===== config.mk =====
export PLATFORM = sky130hd
export DESIGN_NAME = in_block_buffer
export DESIGN_NICKNAME = d
export VERILOG_FILES = /design/src/rtl/in_block_buffer.sv
export SDC_FILE = /design/constraint.sdc
export NUM_CORES = 1
export LEC_CHECK = 0
export BUFFER_PORTS_ARGS = -buffer_cell sky130_fd_sc_hd__buf_2
export CAP_MARGIN = 20
export CELL_PAD_IN_SITES_DETAIL_PLACEMENT = 0
export CELL_PAD_IN_SITES_GLOBAL_PLACEMENT = 1
export CORE_ASPECT_RATIO = 1.2
export CORE_MARGIN = 2
export CORE_UTILIZATION = 50
export CTS_CLUSTER_DIAMETER = 40
export CTS_CLUSTER_SIZE = 20
export DETAILED_ROUTE_END_ITERATION = 8
export GPL_TIMING_DRIVEN = 1
export PLACE_DENSITY = 0.85
export SETUP_SLACK_MARGIN = 0.5
export SYNTH_ARGS = -nofsm -noshare
export SYNTH_HDL_FRONTEND = slang
export SYNTH_SLANG_ARGS = --single-unit

===== constraint.sdc =====
create_clock -name clk -period 2.8 [get_ports clk]
set_clock_uncertainty 0.2 [all_clocks]
set_input_delay 0.56 -clock clk [delete_from_list [all_inputs] [get_ports clk]]
set_output_delay 0.56 -clock clk [all_outputs]
set_load 0.05 [all_outputs]

===== src/rtl/in_block_buffer.sv =====
// Input-side staging buffer for the 3DES datapath: packs host word pairs into
// 64-bit blocks (first word low) and queues them show-ahead for the cipher core.
module in_block_buffer #(
    parameter  int DEPTH = 4,
    localparam int CNT_W = $clog2(DEPTH) + 1
) (
    input  logic             clk,
    input  logic             n_rst,
    input  logic [31:0]      word_in,
    input  logic             word_valid,
    input  logic             pop,
    input  logic             clear,
    output logic [63:0]      block_out,
    output logic             block_valid,
    output logic             word_ready,
    output logic [CNT_W-1:0] block_count,
    output logic             overrun
);

    localparam int PTR_W = $clog2(DEPTH);

    typedef enum logic {
        WAIT_LO = 1'b0,
        WAIT_HI = 1'b1
    } state_t;

    state_t             r_state;
    state_t             w_state_nxt;
    logic [63:0]        r_mem [DEPTH];
    logic [PTR_W-1:0]   r_wr_ptr;
    logic [PTR_W-1:0]   r_rd_ptr;
    logic [CNT_W-1:0]   r_count;
    logic [31:0]        r_lo;
    logic               r_overrun;

    logic               w_word_ready;
    logic               w_accept;
    logic               w_push;
    logic               w_pop;

    // A low word is always accepted; only a completing high word needs room.
    assign w_word_ready = !(r_state == WAIT_HI && r_count == CNT_W'(DEPTH));
    assign w_accept     = word_valid && w_word_ready;
    assign w_push       = w_accept && (r_state == WAIT_HI) && !clear;
    assign w_pop        = pop && (r_count != '0) && !clear;

    // NOTE: every signal assigned in always_comb gets a default first, so no latch is inferred.
    always_comb begin
        w_state_nxt = r_state;
        if (clear) begin
            w_state_nxt = WAIT_LO;
        end else if (w_accept) begin
            w_state_nxt = (r_state == WAIT_LO) ? WAIT_HI : WAIT_LO;
        end
    end

    // NOTE: sequential state uses non-blocking assignments only, so every flop samples pre-edge values.
    always_ff @(posedge clk or negedge n_rst) begin
        if (!n_rst) begin
            r_state <= WAIT_LO;
        end else begin
            r_state <= w_state_nxt;
        end
    end

    // NOTE: the block storage is reset too, because block_out must read as zero straight after reset.
    always_ff @(posedge clk or negedge n_rst) begin
        if (!n_rst) begin
            for (int i = 0; i < DEPTH; i++) begin
                r_mem[i] <= '0;
            end
            r_wr_ptr  <= '0;
            r_rd_ptr  <= '0;
            r_count   <= '0;
            r_lo      <= '0;
            r_overrun <= 1'b0;
        end else if (clear) begin
            // Flush drops the pending low word via the FSM; stored data is left in place.
            r_wr_ptr  <= '0;
            r_rd_ptr  <= '0;
            r_count   <= '0;
            r_overrun <= 1'b0;
        end else begin
            if (w_accept && r_state == WAIT_LO) begin
                r_lo <= word_in;
            end
            if (w_push) begin
                r_mem[r_wr_ptr] <= {word_in, r_lo};
                r_wr_ptr        <= r_wr_ptr + PTR_W'(1);
            end
            if (w_pop) begin
                r_rd_ptr <= r_rd_ptr + PTR_W'(1);
            end
            case ({w_push, w_pop})
                2'b10:   r_count <= r_count + CNT_W'(1);
                2'b01:   r_count <= r_count - CNT_W'(1);
                default: r_count <= r_count;
            endcase
            if (word_valid && !w_word_ready) begin
                r_overrun <= 1'b1;
            end
        end
    end

    assign block_out   = r_mem[r_rd_ptr];
    assign block_valid = (r_count != '0);
    assign word_ready  = w_word_ready;
    assign block_count = r_count;
    assign overrun     = r_overrun;

endmodule


==> results.sh, run 1 <==
export IMPL_required_ns=2.04
export IMPL_drt_iter0_drc=235
export IMPL_die_x_um=150
export IMPL_p_leak_nw=7.52
export IMPL_syn_area_mm2=0.0127
export IMPL_syn_nets=779
export IMPL_grt_pass1_wl_mm=41.2
export IMPL_cp_max_fo=7
export IMPL_fmax_ghz=0.360
export IMPL_wirelength_mm=25.6
export IMPL_post_route_cell_area_mm2=0.0160
export IMPL_synth_warnings=0
export IMPL_fp_dieArea_mm2=0.0268
export IMPL_maxCapViolations=0
export IMPL_num_io_pins=107
export IMPL_most_common_layout_cells="292 x dfrtp_1, 268 x mux2_2, 64 x mux4_2, 55 x buf_8, 43 x clkbuf_16"
export IMPL_ff2ff_path_depth=7
export IMPL_setup_viol=0
export IMPL_dr_pass1_iters=6
export IMPL_path_delay_family="multiplexers"
export IMPL_whs_endpoint="r_state"
export IMPL_clkSinkCount=297
export IMPL_holdWs_ns=0.121
export IMPL_finalCritPeriodShare_pct=99.3
export IMPL_finalMaxSlewViolations=0
export IMPL_worst_ep_arrival_time_ns=2.02
export IMPL_crit_buf_inv=3
export IMPL_crit_type="register to output pin"
export IMPL_area_delta_synth_final_pct=25.3
export IMPL_holdCritStartpoint="word_valid"
export IMPL_fin_crit_ns=2.78
export IMPL_drive_above_1_share_pct=61.5
export IMPL_htree_levels=2
export IMPL_vdd_drop_max_mv=0.729
export IMPL_rows=63
export IMPL_antenna_found_initial=1
export IMPL_ys_ff_latch=297
export IMPL_via_per_inst=5.61
export IMPL_min_path_cells=2
export IMPL_ant_nets=0
export IMPL_finalWeightedCongestion=0.722
export IMPL_clock_latency_ns=0.51
export IMPL_worstPathCellList="buf_4, buf_16, mux4_2, buf_8"
export IMPL_cts_made_buffers=38
export IMPL_status="complete, no violations"
export IMPL_timing_rr_start="block_count[0]"
export IMPL_seq_area_frac_synth_pct=58.4
export IMPL_avgRoutedWirePerCell_um=20.8
export IMPL_finalHoldViolCount=0
export IMPL_fin_ws_ns=0.0207
export IMPL_cts_tree="done"
export IMPL_cts_buffer_depth=3
export IMPL_pre_cts_ws_ns=0.247
export IMPL_r2r_end="block_count[2]"
export IMPL_die_h_um=179
export IMPL_route_detailed_drc=0
export IMPL_yosysUniqueCellTypes=31
export IMPL_p_per_area_mw_per_mm2=1110
export IMPL_rsz0062_at_grt="yes"
export IMPL_fin_setup_tns_ns=0
export IMPL_syn_inst=737
export IMPL_slew_headroom_pct=65.9
export IMPL_cp_num_cells=4
export IMPL_tightest_slew_ns=0.511
export IMPL_coreArea_mm2=0.0249
export IMPL_grt_max_degree=65
export IMPL_reg2reg_slack_ns=0.51
export IMPL_crit_path_end_kind="output pin"
export IMPL_grt_pass1_vias=7542
export IMPL_grt_overflow=0
export IMPL_hold_class="input pin to register"
export IMPL_via_count=6902
export IMPL_crit_path_top_delay_cell="mux4_2"
export IMPL_final_common_cell="dfrtp_1"
export IMPL_num_nets_final=920
export IMPL_io_buffers=106
export IMPL_place_area_mm2=0.0138
export IMPL_cts_root_buf="clkbuf_16"
export IMPL_detailed_place_hpwl_mm=14.7
export IMPL_max_stage_delay_ns=0.56
export IMPL_track_usage_pct=19.7
export IMPL_start_util_pct=51.1
export IMPL_cp_start_kind="register"
export IMPL_num_antenna_cells=0
export IMPL_clk_pin_slew_ns=0.05
export IMPL_syn_avg_cell_area_um2=17.3
[report_power, final]
group | internal, W | total, W | switching [W]
combinational | 0.00334 | 0.00712 | 0.00378
clock | 0.00301 | 0.00489 | 0.00188
sequential | 0.00512 | 0.00564 | 0.000512
[cell usage after synthesis, drive strengths merged]
cell type | number | area share, %
buf | 36 | 1.8
mux2 | 291 | 26
xor2 | 2 | 0.14
fa | 1 | 0.16
o21a | 1 | 0.059
dfrtp | 297 | 58
o211ai | 1 | 0.059
mux4 | 64 | 11
nand3 | 2 | 0.079
nor3b | 2 | 0.12
ha | 4 | 0.39
a31oi | 1 | 0.049
nand2 | 7 | 0.44
or3 | 2 | 0.098
and2 | 1 | 0.049
a21oi | 2 | 0.079
nand3b | 1 | 0.059
nor2 | 5 | 0.15
nor3 | 2 | 0.17
o21ba | 1 | 0.079
clkbuf | 6 | 0.18
a21o | 1 | 0.059
o21ai | 2 | 0.079
a22o | 1 | 0.069
nor2b | 2 | 0.098
inv | 2 | 0.059
[flip-flops by register name, indices dropped and copies added (netlist names)]
register and cells:
r_mem 256, overrun 1, r_wr_ptr 2, r_lo 32, r_state 1, block_count 3, r_rd_ptr 2
[routing by layer]
layer  vias up  track usage, %  wire, µm
li1       3060               -         -
met1      3690            26.7     11300
met2       121            32.7     12800
met3        29            4.38      1050
met4         2            4.72       324
met5         -               0        13
[metrics by stage]
| step | utilization, % | power (W) | cells |
|---|---|---|---|
| floorplan | - | 0.00987 | 737 |
| global placement | 55.2 | 0.0111 | 1147 |
| detailed placement | 55.2 | 0.0112 | 1147 |
| CTS | 63.2 | 0.0174 | 1223 |
| global route | 64.1 | 0.0184 | 1230 |
| finish | 64.1 | 0.0176 | 1230 |
[worst register-to-register path: cells and delay by family, from the launching register on]
family / cells / cell delay (ns)
adder cells (fa/ha/maj): 1 / 0.35
flip-flops: 1 / 0.45
AO/OA/AOI/OAI: 2 / 0.28
AND/OR/NAND/NOR: 4 / 0.92
[cells by family after synthesis]
| family | after synthesis | synth area share (%) |
|---|---|---|
| AND/OR/NAND/NOR | 24 | 1.26 |
| adder cells (fa/ha/maj) | 5 | 0.550 |
| buffers and inverters | 44 | 2.08 |
| AO/OA/AOI/OAI | 10 | 0.531 |
| flip-flops | 297 | 58.4 |
| XOR/XNOR | 2 | 0.138 |
| multiplexers | 355 | 37.1 |
[worst max path at each step]
stage                endpoint            from  slack (ns)
2_1_floorplan  block_count[2]  block_count[0]        0.35
4_1_cts         block_out[38]     r_rd_ptr[0]     -0.0009
3_3_place_gp   block_count[2]      word_valid        0.28
5_1_grt         block_out[16]     r_rd_ptr[0]       -0.04
6_report        block_out[16]     r_rd_ptr[0]        0.02
3_5_place_dp   block_count[2]      word_valid        0.25
[layout make-up]
| class | instances | area, µm² |
|---|---|---|
| Tap cell | 325 | 407 |
| Sequential cell | 297 | 7440 |
| Multi-Input combinational cell | 396 | 5090 |
| Clock buffer | 52 | 1150 |
| Inverter | 2 | 7.51 |
| Fill cell | 1785 | 8950 |
| Timing Repair Buffer | 143 | 1710 |
| Clock inverter | 15 | 156 |
[timing repair]
| action | CTS | global route |
|---|---|---|
| buffers inserted | 7 | 4 |
| endpoints found under the hold margin | 56 | 0 |
| gates resized for setup | 173 | 41 |
| gates cloned | 1 | 3 |
| endpoints found under the setup margin | 230 | 112 |
| hold buffers | 1 | 0 |
| pin swaps | 3 | 3 |
No activity file was read; power rests on OpenSTA's default activity.
==> run 2, diff against run 1 <==
--- a/config.mk
+++ b/config.mk
@@ -5,7 +5,7 @@
 export SDC_FILE = /design/constraint.sdc
 export NUM_CORES = 1
 export LEC_CHECK = 0
-export BUFFER_PORTS_ARGS = -buffer_cell sky130_fd_sc_hd__buf_2
+export BUFFER_PORTS_ARGS = -buffer_cell sky130_fd_sc_hd__buf_4
 export CAP_MARGIN = 20
 export CELL_PAD_IN_SITES_DETAIL_PLACEMENT = 0
 export CELL_PAD_IN_SITES_GLOBAL_PLACEMENT = 1
==> constraint.sdc (replaced) <==
create_clock -name clk -period 2.8 [get_ports clk]
set_clock_uncertainty 0.2 [all_clocks]
set_input_delay 0.7 -clock clk [delete_from_list [all_inputs] [get_ports clk]]
set_output_delay 0.7 -clock clk [all_outputs]
set_load 0.05 [all_outputs]
==> run 2 against run 1 <==
Final area grew 5.6%. Global-route usage increased by 1.6 points. Total power increased by 0.59%. Largest cell class unchanged. Highest routed layer is now met4. Utilization grew 3.6 points. Sequential share of layout area fell by 2.5 points. Critical endpoint is now block_out[37]. The flow now finishes with violations (negative setup slack). Register-to-register slack got worse by 0.14 ns. Sequential cell count did not move. Critical path type unchanged. Final cell count grew 0.41%. Worst hold slack improved by 0.12 ns.
==> results.sh, run 2 (synthesized netlist as in run 1, its figures left out) <==
export IMPL_max_stage_delay_ns=0.50
export IMPL_status="complete, but fails checks"
export IMPL_coreArea_mm2=0.0249
export IMPL_avgRoutedWirePerCell_um=24.3
export IMPL_num_antenna_cells=0
export IMPL_hold_class="input pin to register"
export IMPL_antenna_found_initial=0
export IMPL_fin_setup_tns_ns=-6.51
export IMPL_detailed_place_hpwl_mm=15.7
export IMPL_die_h_um=179
export IMPL_worstPathCellList="buf_6, buf_12, buf_16, mux4_2, buf_8"
export IMPL_cp_max_fo=7
export IMPL_holdWs_ns=0.239
export IMPL_finalCritPeriodShare_pct=105
export IMPL_num_io_pins=107
export IMPL_track_usage_pct=21.3
export IMPL_cts_root_buf="clkbuf_16"
export IMPL_cts_buffer_depth=3
export IMPL_maxCapViolations=0
export IMPL_fin_ws_ns=-0.143
export IMPL_grt_pass1_wl_mm=43.9
export IMPL_drive_above_1_share_pct=64.1
export IMPL_required_ns=1.90
export IMPL_violations="negative setup slack"
export IMPL_start_util_pct=51.1
export IMPL_slew_headroom_pct=63.9
export IMPL_clock_latency_ns=0.52
export IMPL_io_buffers=106
export IMPL_finalWeightedCongestion=0.768
export IMPL_post_route_cell_area_mm2=0.0169
export IMPL_wirelength_mm=30.0
export IMPL_fmax_ghz=0.340
export IMPL_fp_dieArea_mm2=0.0268
export IMPL_place_area_mm2=0.0140
export IMPL_num_nets_final=925
export IMPL_crit_path_end_kind="output pin"
export IMPL_via_count=7207
export IMPL_final_common_cell="dfrtp_1"
export IMPL_drt_iter0_drc=376
export IMPL_clk_pin_slew_ns=0.05
export IMPL_cp_start_kind="register"
export IMPL_p_per_area_mw_per_mm2=1050
export IMPL_area_delta_synth_final_pct=32.4
export IMPL_rsz0062_at_grt="yes"
export IMPL_grt_overflow=0
export IMPL_most_common_layout_cells="292 x dfrtp_1, 247 x mux2_4, 67 x buf_6, 64 x mux4_2, 54 x buf_4"
export IMPL_route_detailed_drc=0
export IMPL_htree_levels=2
export IMPL_die_x_um=150
export IMPL_p_leak_nw=8.50
export IMPL_largest_reg_flops=256
export IMPL_setup_viol=64
export IMPL_grt_max_degree=69
export IMPL_rows=63
export IMPL_tightest_slew_ns=0.541
export IMPL_vdd_drop_max_mv=0.739
export IMPL_grt_pass1_vias=8113
export IMPL_cts_tree="done"
export IMPL_crit_path_top_delay_cell="dfrtp_4"
export IMPL_dr_pass1_iters=4
export IMPL_path_delay_family="buffers and inverters"
export IMPL_ant_nets=0
export IMPL_finalHoldViolCount=0
export IMPL_via_per_inst=5.84
export IMPL_cts_made_buffers=37
export IMPL_crit_type="register to output pin"
export IMPL_finalMaxSlewViolations=0
export IMPL_fin_crit_ns=2.94
export IMPL_regMostFlops="r_mem"
export IMPL_crit_buf_inv=4
export IMPL_worst_ep_arrival_time_ns=2.04
export IMPL_clkSinkCount=297
==> run 2: repair_timing <==
action / CTS / global route
setup endpoints to repair: 194 / 68
hold endpoints to repair: 55 / 0
gates cloned: 4 / 1
buffers inserted: 14 / 4
pin swaps: 3 / 6
hold buffers: 1 / 0
resized for setup: 84 / 273
==> run 2: final cells by class <==
type                    instances  area [µm²]
clock buffers                  46        1030
clock inverters                20         180
fillers                      1645        8060
inverters                       2        7.51
multi-input cells             396        6010
flip-flops and latches        297        7440
well taps                     325         407
repair buffers                149        1780
==> run 2: path summary, 6_finish.rpt <==
path	start	to	slack [ns]	cells after the start
setup / recovery	r_rd_ptr[0]	block_out[37]	-0.14	5
hold reg to reg	r_mem[151]	r_mem[151]	0.30	1
min in group asynchronous	n_rst	r_mem[15]	0.51	2
setup reg to reg	block_count[2]	r_mem[149]	0.37	7
hold / removal	word_valid	r_state	0.24	2
max in group asynchronous	n_rst	r_mem[157]	1.13	3
==> run 2: metrics by stage <==
stage                     total power (W)  setup WS, ns  instances  utilization, %
after floorplan                   0.00990         0.347        737               -
after global placement             0.0114         0.214       1145            56.1
after detailed placement           0.0116         0.154       1145            56.1
after CTS                          0.0172        -0.160       1230            63.3
after global routing               0.0184        -0.208       1235            67.7
final                              0.0177        -0.143       1235            67.7
==> run 2: report_power, final <==
group	internal, W	switching, W	total [W]
combinational	0.00352	0.00386	0.00738
clock	0.00276	0.00189	0.00465
sequential	0.00513	0.000580	0.00571
==> run 2: worst reg2reg max path, delay by kind of cell (launching register included) <==
kind                   cells  cell delay [ns]
muxes                      1             0.46
DFF                        1             0.43
buffers and inverters      3             0.52
and+or+nand+nor            3             0.71
==> run 2: per-layer routing <==
layer  track usage [%]  vias up  routed length (µm)
li1                  -     3035                   -
met1              27.4     3911               12700
met2              36.2      200               15000
met3              4.99       61                1520
met4              6.45        0                 826
met5                 0        -                   0
